<file path="config.mk">
export PLATFORM = sky130hd
export DESIGN_NAME = priv_1_11_trap_ctrl
export DESIGN_NICKNAME = d
export VERILOG_FILES = /design/src/rtl/machine_mode_types_1_11_pkg.sv /design/src/rtl/priv_1_11_irq_sync.sv /design/src/rtl/priv_1_11_trap_ctrl.sv
export SDC_FILE = /design/constraint.sdc
export NUM_CORES = 1
export LEC_CHECK = 0
export BUFFER_PORTS_ARGS = -buffer_cell sky130_fd_sc_hd__buf_4
export CORE_AREA = 2 2 156 158
export DETAILED_ROUTE_END_ITERATION = 10
export DIE_AREA = 0 0 158 160
export PLACE_DENSITY_LB_ADDON = 0.25
export SLEW_MARGIN = 10
export SYNTH_ARGS = -nofsm -noshare
export SYNTH_HDL_FRONTEND = slang
export SYNTH_HIERARCHICAL = 1
export SYNTH_SLANG_ARGS = --single-unit
</file>
<file path="constraint.sdc">
create_clock -name CLK -period 2.4 [get_ports CLK]
set_clock_uncertainty 0.05 [all_clocks]
set_input_delay 0 -clock CLK [delete_from_list [all_inputs] [get_ports CLK]]
set_output_delay 0 -clock CLK [all_outputs]
set_load 0.005 [all_outputs]
</file>
<file path="src/rtl/machine_mode_types_1_11_pkg.sv">
// ============================================================================
// Module      : machine_mode_types_1_11_pkg
// Description : Shared types and constants for the machine-mode trap controller.
// Revision    : 1.0 - initial release
// ============================================================================
`default_nettype none

package machine_mode_types_1_11_pkg;

    typedef enum logic [1:0] {
        IDLE     = 2'd0,
        TRAP     = 2'd1,
        RET      = 2'd2,
        REDIRECT = 2'd3
    } trap_state_t;

    localparam logic [31:0] c_MEI_CODE = 32'd11;
    localparam logic [31:0] c_MSI_CODE = 32'd3;
    localparam logic [31:0] c_MTI_CODE = 32'd7;

    localparam int c_MSTATUS_MIE  = 3;
    localparam int c_MSTATUS_MPIE = 7;

    function automatic logic [31:0] trap_base(input logic [31:0] tvec);
        return {tvec[31:2], 2'b00};
    endfunction

endpackage

`default_nettype wire

</file>
<file path="src/rtl/priv_1_11_irq_sync.sv">
// ============================================================================
// Module      : priv_1_11_irq_sync
// Description : Multi-flop synchronizer for one raw interrupt line.
// Revision    : 1.0 - initial release
// ============================================================================
`default_nettype none

module priv_1_11_irq_sync #(
    parameter int IRQ_SYNC_STAGES = 2
) (
    input  logic CLK,
    input  logic nRST,
    input  logic i_irq,
    output logic o_irq_sync
);

    // Fewer than two flops gives no metastability protection
    localparam int c_STAGES = (IRQ_SYNC_STAGES < 2) ? 2 : IRQ_SYNC_STAGES;

    logic [c_STAGES-1:0] r_sync;

    always_ff @(posedge CLK or negedge nRST) begin
        if (!nRST) begin
            r_sync <= '0;
        end else begin
            r_sync <= {r_sync[c_STAGES-2:0], i_irq};
        end
    end

    assign o_irq_sync = r_sync[c_STAGES-1];

endmodule

`default_nettype wire

</file>
<file path="src/rtl/priv_1_11_trap_ctrl.sv">
// ============================================================================
// Module      : priv_1_11_trap_ctrl
// Description : Machine-mode trap/MRET sequencer; vectored interrupt targets
//               are enabled by defining PRIV_VECTORED_INT_EN.
// Revision    : 1.0 - initial release
// ============================================================================
`default_nettype none

module priv_1_11_trap_ctrl
    import machine_mode_types_1_11_pkg::*;
#(
    parameter int IRQ_SYNC_STAGES = 2
) (
    input  logic        CLK,
    input  logic        nRST,
    input  logic        ext_int,
    input  logic        timer_int,
    input  logic        soft_int,
    input  logic        exception,
    input  logic [3:0]  ex_cause,
    input  logic [31:0] commit_pc,
    input  logic [31:0] ex_tval,
    input  logic        mret,
    input  logic        pipe_ready,
    input  logic [31:0] mstatus,
    input  logic [31:0] mie,
    input  logic [31:0] mtvec,
    input  logic [31:0] mepc,
    output logic        mip_rup,
    output logic        mcause_rup,
    output logic        mepc_rup,
    output logic        mtval_rup,
    output logic        mstatus_rup,
    output logic [31:0] mip_next,
    output logic [31:0] mcause_next,
    output logic [31:0] mepc_next,
    output logic [31:0] mtval_next,
    output logic [31:0] mstatus_next,
    output logic        redirect,
    output logic [31:0] redirect_pc,
    output logic        busy
);

    trap_state_t r_state;
    trap_state_t w_state_next;

    logic        r_mip_rup;
    logic [31:0] r_cause;
    logic [31:0] r_epc;
    logic [31:0] r_tval;
    logic [31:0] r_target;

    logic [2:0]  w_raw_irq;
    logic [2:0]  w_sync_irq;
    logic [31:0] w_mip;
    logic        w_pend_mei;
    logic        w_pend_msi;
    logic        w_pend_mti;
    logic        w_irq_take;
    logic [31:0] w_irq_code;
    logic [31:0] w_irq_target;
    logic        w_unused;

    // Line order: [2]=external, [1]=timer, [0]=software
    assign w_raw_irq = {ext_int, timer_int, soft_int};

    generate
        for (genvar g = 0; g < 3; g++) begin : g_irq_sync
            priv_1_11_irq_sync #(
                .IRQ_SYNC_STAGES(IRQ_SYNC_STAGES)
            ) u_sync (
                .CLK       (CLK),
                .nRST      (nRST),
                .i_irq     (w_raw_irq[g]),
                .o_irq_sync(w_sync_irq[g])
            );
        end
    endgenerate

    always_comb begin
        w_mip     = 32'd0;
        w_mip[11] = w_sync_irq[2];
        w_mip[7]  = w_sync_irq[1];
        w_mip[3]  = w_sync_irq[0];
    end

    assign w_pend_mei = w_mip[11] & mie[11];
    assign w_pend_msi = w_mip[3]  & mie[3];
    assign w_pend_mti = w_mip[7]  & mie[7];
    assign w_irq_take = mstatus[c_MSTATUS_MIE] & (w_pend_mei | w_pend_msi | w_pend_mti);

    assign w_irq_code = w_pend_mei ? c_MEI_CODE :
                        w_pend_msi ? c_MSI_CODE : c_MTI_CODE;

`ifdef PRIV_VECTORED_INT_EN
    assign w_irq_target = (mtvec[1:0] == 2'b01) ? (trap_base(mtvec) + (w_irq_code << 2))
                                                : trap_base(mtvec);
`else
    assign w_irq_target = trap_base(mtvec);
`endif

    assign w_unused = &{1'b0, mie, mtvec[1:0]};

    always_ff @(posedge CLK or negedge nRST) begin
        if (!nRST) begin
            r_state <= IDLE;
        end else begin
            r_state <= w_state_next;
        end
    end

    always_comb begin
        w_state_next = r_state;
        case (r_state)
            IDLE: begin
                if (exception) begin
                    w_state_next = TRAP;
                end else if (mret) begin
                    w_state_next = RET;
                end else if (w_irq_take) begin
                    w_state_next = TRAP;
                end
            end
            TRAP:     w_state_next = REDIRECT;
            RET:      w_state_next = REDIRECT;
            REDIRECT: if (pipe_ready) w_state_next = IDLE;
            default:  w_state_next = IDLE;
        endcase
    end

    // Trap context is captured only on the IDLE decision so it stays stable
    // through the CSR update and the redirect handshake.
    always_ff @(posedge CLK or negedge nRST) begin
        if (!nRST) begin
            r_mip_rup <= 1'b0;
            r_cause   <= 32'd0;
            r_epc     <= 32'd0;
            r_tval    <= 32'd0;
            r_target  <= 32'd0;
        end else begin
            r_mip_rup <= 1'b1;
            if (r_state == IDLE) begin
                if (exception) begin
                    r_cause  <= {28'd0, ex_cause};
                    r_epc    <= commit_pc;
                    r_tval   <= ex_tval;
                    r_target <= trap_base(mtvec);
                end else if (mret) begin
                    r_target <= mepc;
                end else if (w_irq_take) begin
                    r_cause  <= {1'b1, w_irq_code[30:0]};
                    r_epc    <= commit_pc;
                    r_tval   <= 32'd0;
                    r_target <= w_irq_target;
                end
            end
        end
    end

    always_comb begin
        mcause_rup   = 1'b0;
        mepc_rup     = 1'b0;
        mtval_rup    = 1'b0;
        mstatus_rup  = 1'b0;
        mstatus_next = 32'd0;
        redirect     = 1'b0;
        busy         = (r_state != IDLE);
        case (r_state)
            TRAP: begin
                mcause_rup   = 1'b1;
                mepc_rup     = 1'b1;
                mtval_rup    = 1'b1;
                mstatus_rup  = 1'b1;
                mstatus_next = mstatus;
                mstatus_next[c_MSTATUS_MPIE] = mstatus[c_MSTATUS_MIE];
                mstatus_next[c_MSTATUS_MIE]  = 1'b0;
            end
            RET: begin
                mstatus_rup  = 1'b1;
                mstatus_next = mstatus;
                mstatus_next[c_MSTATUS_MIE]  = mstatus[c_MSTATUS_MPIE];
                mstatus_next[c_MSTATUS_MPIE] = 1'b1;
            end
            REDIRECT: redirect = 1'b1;
            default: ;
        endcase
    end

    assign mip_rup     = r_mip_rup;
    assign mip_next    = w_mip;
    assign mcause_next = r_cause;
    assign mepc_next   = r_epc;
    assign mtval_next  = r_tval;
    assign redirect_pc = r_target;

endmodule

`default_nettype wire

</file>
* Word level (Yosys, flattened, before mapping)
Cells that the tools add are included.
** Word-level totals
- Output and inout port bits :: 199
- Logic and storage cells :: 52
- Register bits :: 137
- Input bits :: 204
- Memory bits (writable) :: 0
- Memory bits (read-only) :: 0
- Memories :: 0
- Latch bits :: 0
** Cells by class
- Reductions and logical operators :: 8
- Add/sub/neg operators :: 0
- Order comparisons :: 0
- Divide/modulo/power cells :: 0
- Multiplexer cells :: 23
- Eq/ne operators :: 6
- Shifts and indexed selects :: 0
- Bitwise gates (word level) :: 6
- Multiply operators :: 0
** Operators with widths (count)
- $mux 32 :: 12
- $pmux 32 s2 :: 1
- $mux 2 :: 4
- $pmux 2 s3 :: 1
- $and 1x1->1 :: 4
- $eq 2x2->1 const B :: 2
- $mux 4 :: 1
- $ne 2x2->1 const B :: 2
- $ne 4x4->1 const B :: 1
- $reduce_and 2->1 :: 2
- $reduce_bool 2->1 :: 2
- $mux 1 :: 3
- $mux 3 :: 1
- $reduce_and 3->1 :: 1
- $reduce_bool 3->1 :: 1
- $eq 2x1->1 const B :: 1
- $logic_not 2->1 :: 1
- $or 1x1->1 :: 2
- $reduce_or 2->1 :: 1

* Longest topological paths before layout
- Depth in word-level cells :: 8
- Depth in mapped cells :: 7
- Mapped depth without buffers :: 5

* Modules after synthesis
Netlist, hierarchy kept.
** Modules (own cells, without submodules)
- priv_1_11_trap_ctrl :: area an instance 5429.0 um^2, cells each 510, instances 1, sequential area each 2602.5 um^2
- priv_1_11_irq_sync :: area an instance 50.0 um^2, cells each 2, instances 3, sequential area each 50.0 um^2

* Worst setup path after synthesis
Ideal clock, no wire load.
- Kind :: register to register
- Start point :: reg r_state[1]
- End point :: reg r_epc[30], in the netlist mepc_next[30]
- Path slack :: 0.549 ns
- Clock period less this slack :: 1.851 ns
- Cell stages (with the launch flop) :: 8
- Setup time :: 0.084 ns
- Required time :: 2.266 ns
- Arrival :: 1.717 ns
- Buffers on the path :: 3
- Cell sequence :: dfrtp_1 > inv_1 > ha_1 > clkbuf_1 > clkbuf_1 > clkbuf_1 > nand2_1 > o22ai_1
** On the way
- Cells in the longest elaborated chain, start to end :: 2
** Ends and longest elaborated chain
- start, declared :: line priv_1_11_trap_ctrl.sv:44 : trap_state_t r_state;
- start signal, assigned :: line priv_1_11_trap_ctrl.sv:108 : r_state <= w_state_next;
- $logic_not 2->1 :: line priv_1_11_trap_ctrl.sv:142 : if (r_state == IDLE) begin
- $reduce_and 3->1 (no line)
- end signal, assigned :: line priv_1_11_trap_ctrl.sv:145 : r_epc <= commit_pc;
- end signal, assigned :: line priv_1_11_trap_ctrl.sv:152 : r_epc <= commit_pc;
- end, declared :: line priv_1_11_trap_ctrl.sv:49 : logic [31:0] r_epc;
No other way between the ends.
A chain may end at the register's enable or synchronous reset.

* Worst setup path in the final report
- Start point :: in mret
- End point :: reg r_target[6], in the netlist redirect_pc[6]
** On the way
- Cells in the longest elaborated chain, start to end :: 2
- Elaborated cells on any way between the ends :: 4
- Those cells by class :: mux (2); reduce/logical (2)
** Ends and longest elaborated chain
- start, declared :: line priv_1_11_trap_ctrl.sv:23 : input logic mret,
- $reduce_bool 3->1 (no line) or $mux 32 (tied branches)
- $reduce_and 2->1 (no line) or $mux 32 (tied branches)
- end signal, assigned :: line priv_1_11_trap_ctrl.sv:147 : r_target <= trap_base(mtvec);
- end signal, assigned :: line priv_1_11_trap_ctrl.sv:149 : r_target <= mepc;
- end signal, assigned :: line priv_1_11_trap_ctrl.sv:154 : r_target <= w_irq_target;
- end, declared :: line priv_1_11_trap_ctrl.sv:51 : logic [31:0] r_target;
Several ways; a longest one is shown, not always the timed one.

==> reports/metrics.yaml <==
dieArea_sq_mm: 0.0253
grt_use_total_pct: 14.5
intPower_mw: 6.44
cts_made_buffers: 9
routed_wl_microns: 18800
drc: 0
vias: 5329
arrival_ns: 2.43
cts.path.max_buffers: 2
power.density_mw_per_mm2: 992
routed_via_density: 4.15
p_clk_share_pct: 16.2
hold_path_class: "in -> async"
syn_to_final_growth_pct: 75.6
ant_nets: 0
fin_setup_tns_ns: 0
cts_tree: "done"
htreeDepth: 3
most-common-layout-cells: "buf_4 (324), dlygate4sd3_1 (136), dfrtp_1 (110)"
mostFrequentLayoutCell: "buf_4"
critPathKind: "in -> reg"
path_cells: "dlygate4sd3_1, buf_4, nor2b_4, buf_4, mux2_2, dlygate4sd3_1, mux2_2"
syn_inst: 516
coreArea_sq_mm: 0.0238
maxSlewHeadroom_pct: 41.7
drt_pre_antenna_iters: 4
peakVddDrop_uv: 428
dp_hpwl_microns: 12800
grt_pass1_vias: 5569
cts_setup_buffers: 0
critPathMaxFanout: 32
startpoint_type: "input port"
endpoint_kind: "flop"
finalHoldViolations: 0
final_util_pct: 41.1
setup_viol: 0
power_leakage_nw: 4.62
final_area_sq_mm: 0.00980
synth-seq-cells: 110
routedWlPerCell_microns: 14.7
dpl_cell_area_sq_mm: 0.00813
worst_path_largest_cell_delay_ns: 0.56
grt_max_degree: 69
clockRootBuffer: "clkbuf_16"
path_clk_slew_ns: 0.08
p_sw_share_pct: 33.8
drt_iter0_drc: 206
fin_crit_ns: 2.25
tightest_slew_ns: 0.874
ys.warnings.count: 6
p_seq_share_pct: 33.3
final-max-slew-violation-count: 0
critPathSlowestCell: "dlygate4sd3_1"
final.fill_count: 2337
start_util_pct: 23.4
avgSynthCellArea_sq_um: 10.8
worstSkewPairLatency_ns: 0.35
syn_area_sq_mm: 0.00558
ys_seq_area_share_pct: 49.3
final_nets: 1161
rsz0062_at_grt: "no"
grt_antenna_before_repair: 1
die_width_microns: 158
worstPathRequired_ns: 2.58
pin_count: 403
run_status: "finished, final reports clean"
grt_pass1_wl_microns: 29000
switchingPower_mw: 3.28
gp_congestion: 0.730
period_share_pct: 93.7
num_rows: 57
post_route_cells_drive_above_1_share_pct: 42.5
clkSinkCount: 110
power.share.combinational_pct: 50.5
io_buffer_count: 315
dieHeight_microns: 160
max-cap-violations: 0
clock.fmax_mhz: 445
yosys.cell_types.count: 34
gr-total-overflow: 0
-- power by group through the flow --
stage                     clock network (mW)  registers, mW  logic (mW)
after detailed placement                   0           3.23        4.84
final                                   1.57           3.23        4.91
after CTS                               1.65           3.24        5.02
after global placement                     0           3.24        4.77
after floorplan                            0           3.27        2.22
after global routing                    1.70           3.36        5.41
-- Yosys cell counts --
cell	count	area [sq um]
mux2_2	56	631
dfrtp_1	110	2750
buf_6	2	22.5
ha_1	4	50.1
buf_2	13	65.1
o22ai_1	35	219
o31a_1	1	8.76
nand2b_1	3	18.8
nor2_1	2	7.51
o21ai_0	5	25.0
a211oi_1	2	15.0
o22a_1	1	8.76
conb_1	2	7.51
a21oi_1	6	30.0
clkbuf_1	18	67.6
o21a_1	4	30.0
o211ai_1	2	15.0
inv_1	8	30.0
buf_4	59	443
nor2b_1	36	225
nor3_1	1	5.00
a221o_1	32	320
and2_1	30	188
nand2_1	67	251
a22oi_1	1	7.51
or4b_2	1	10.0
nand3_1	2	10.0
nand4b_1	1	8.76
a222oi_1	1	10.0
and3_1	2	12.5
mux2_1	5	56.3
buf_1	1	3.75
o31ai_1	2	15.0
nor4b_1	1	8.76
-- area by class of cell --
cell class	instances	area, sq um	area share (%)
Timing Repair Buffer	464	3870	39.5
Sequential cell	110	2750	28.1
Multi-Input combinational cell	360	2430	24.8
Tap cell	324	405	4.14
Clock buffer	9	225	2.30
Clock inverter	7	78.8	0.804
Inverter	8	30.0	0.306
Antenna cell	1	2.50	0.0255
-- critical path: cells and delay by family --
| kind | cells | cell delay, ns |
|---|---|---|
| and+or+nand+nor | 1 | 0.13 |
| buffers and inverters | 4 | 1.60 |
| muxes | 2 | 0.65 |
-- routing by layer --
layer | vias to the layer above | global-route usage (%) | part of all wire, %
met3 | 13 | 4.45 | 8.5
met1 | 2531 | 16.9 | 41
met4 | 0 | 3.77 | 0.99
met5 | - | 0 | 0
met2 | 230 | 25.7 | 50
li1 | 2555 | - | -
-- per-stage QoR --
step	total power [mW]	worst slack [ns]	std cells	hold WS (ns)
final	9.72	0.151	1283	0.0303
after global routing	10.5	0.0335	1283	0.0547
after CTS	9.90	0.156	1282	0.00992
after detailed placement	8.07	0.174	1130	-0.113
after global placement	8.01	0.238	1130	-0.113
after floorplan	5.48	0.549	571	-0.346
-- sequential cells by signal, summed over array words and instances, names as in the netlist --
name and cells:
mcause_next 5, redirect_pc 32, r_state 2, mtval_next 32
mepc_next 32, mip_rup 1, g_irq_sync.u_sync/r_sync 6
-- what timing repair did --
item	in CTS	in global routing
gates resized for setup	0	0
hold endpoints to repair	215	0
hold buffers	136	0
-- path summary, 6_finish.rpt --
kind,from,end,slack [ns],depth (start not counted)
max in group asynchronous,nRST,redirect_pc[27],1.50,3
worst max register to register,r_state[1],mtval_next[21],0.23,6
worst max-delay path,mret,redirect_pc[6],0.15,7
min in group CLK,mstatus[3],r_state[0],0.03,4
worst min-delay path,nRST,mtval_next[22],0.03,2
worst min register to register,g_irq_sync[0].u_sync/r_sync[0],g_irq_sync[0].u_sync/r_sync[1],0.30,0
-- logic make-up after synthesis --
kind of cell    after synthesis  share of synthesized area (%)
buf+inv                     101                           11.3
other cells                   2                          0.135
compound gates               92                           12.6
flops                       110                           49.3
mux                          61                           12.3
simple gates                146                           13.4
fa+ha+maj                     4                          0.897
Power figures use the tool's default switching activity.
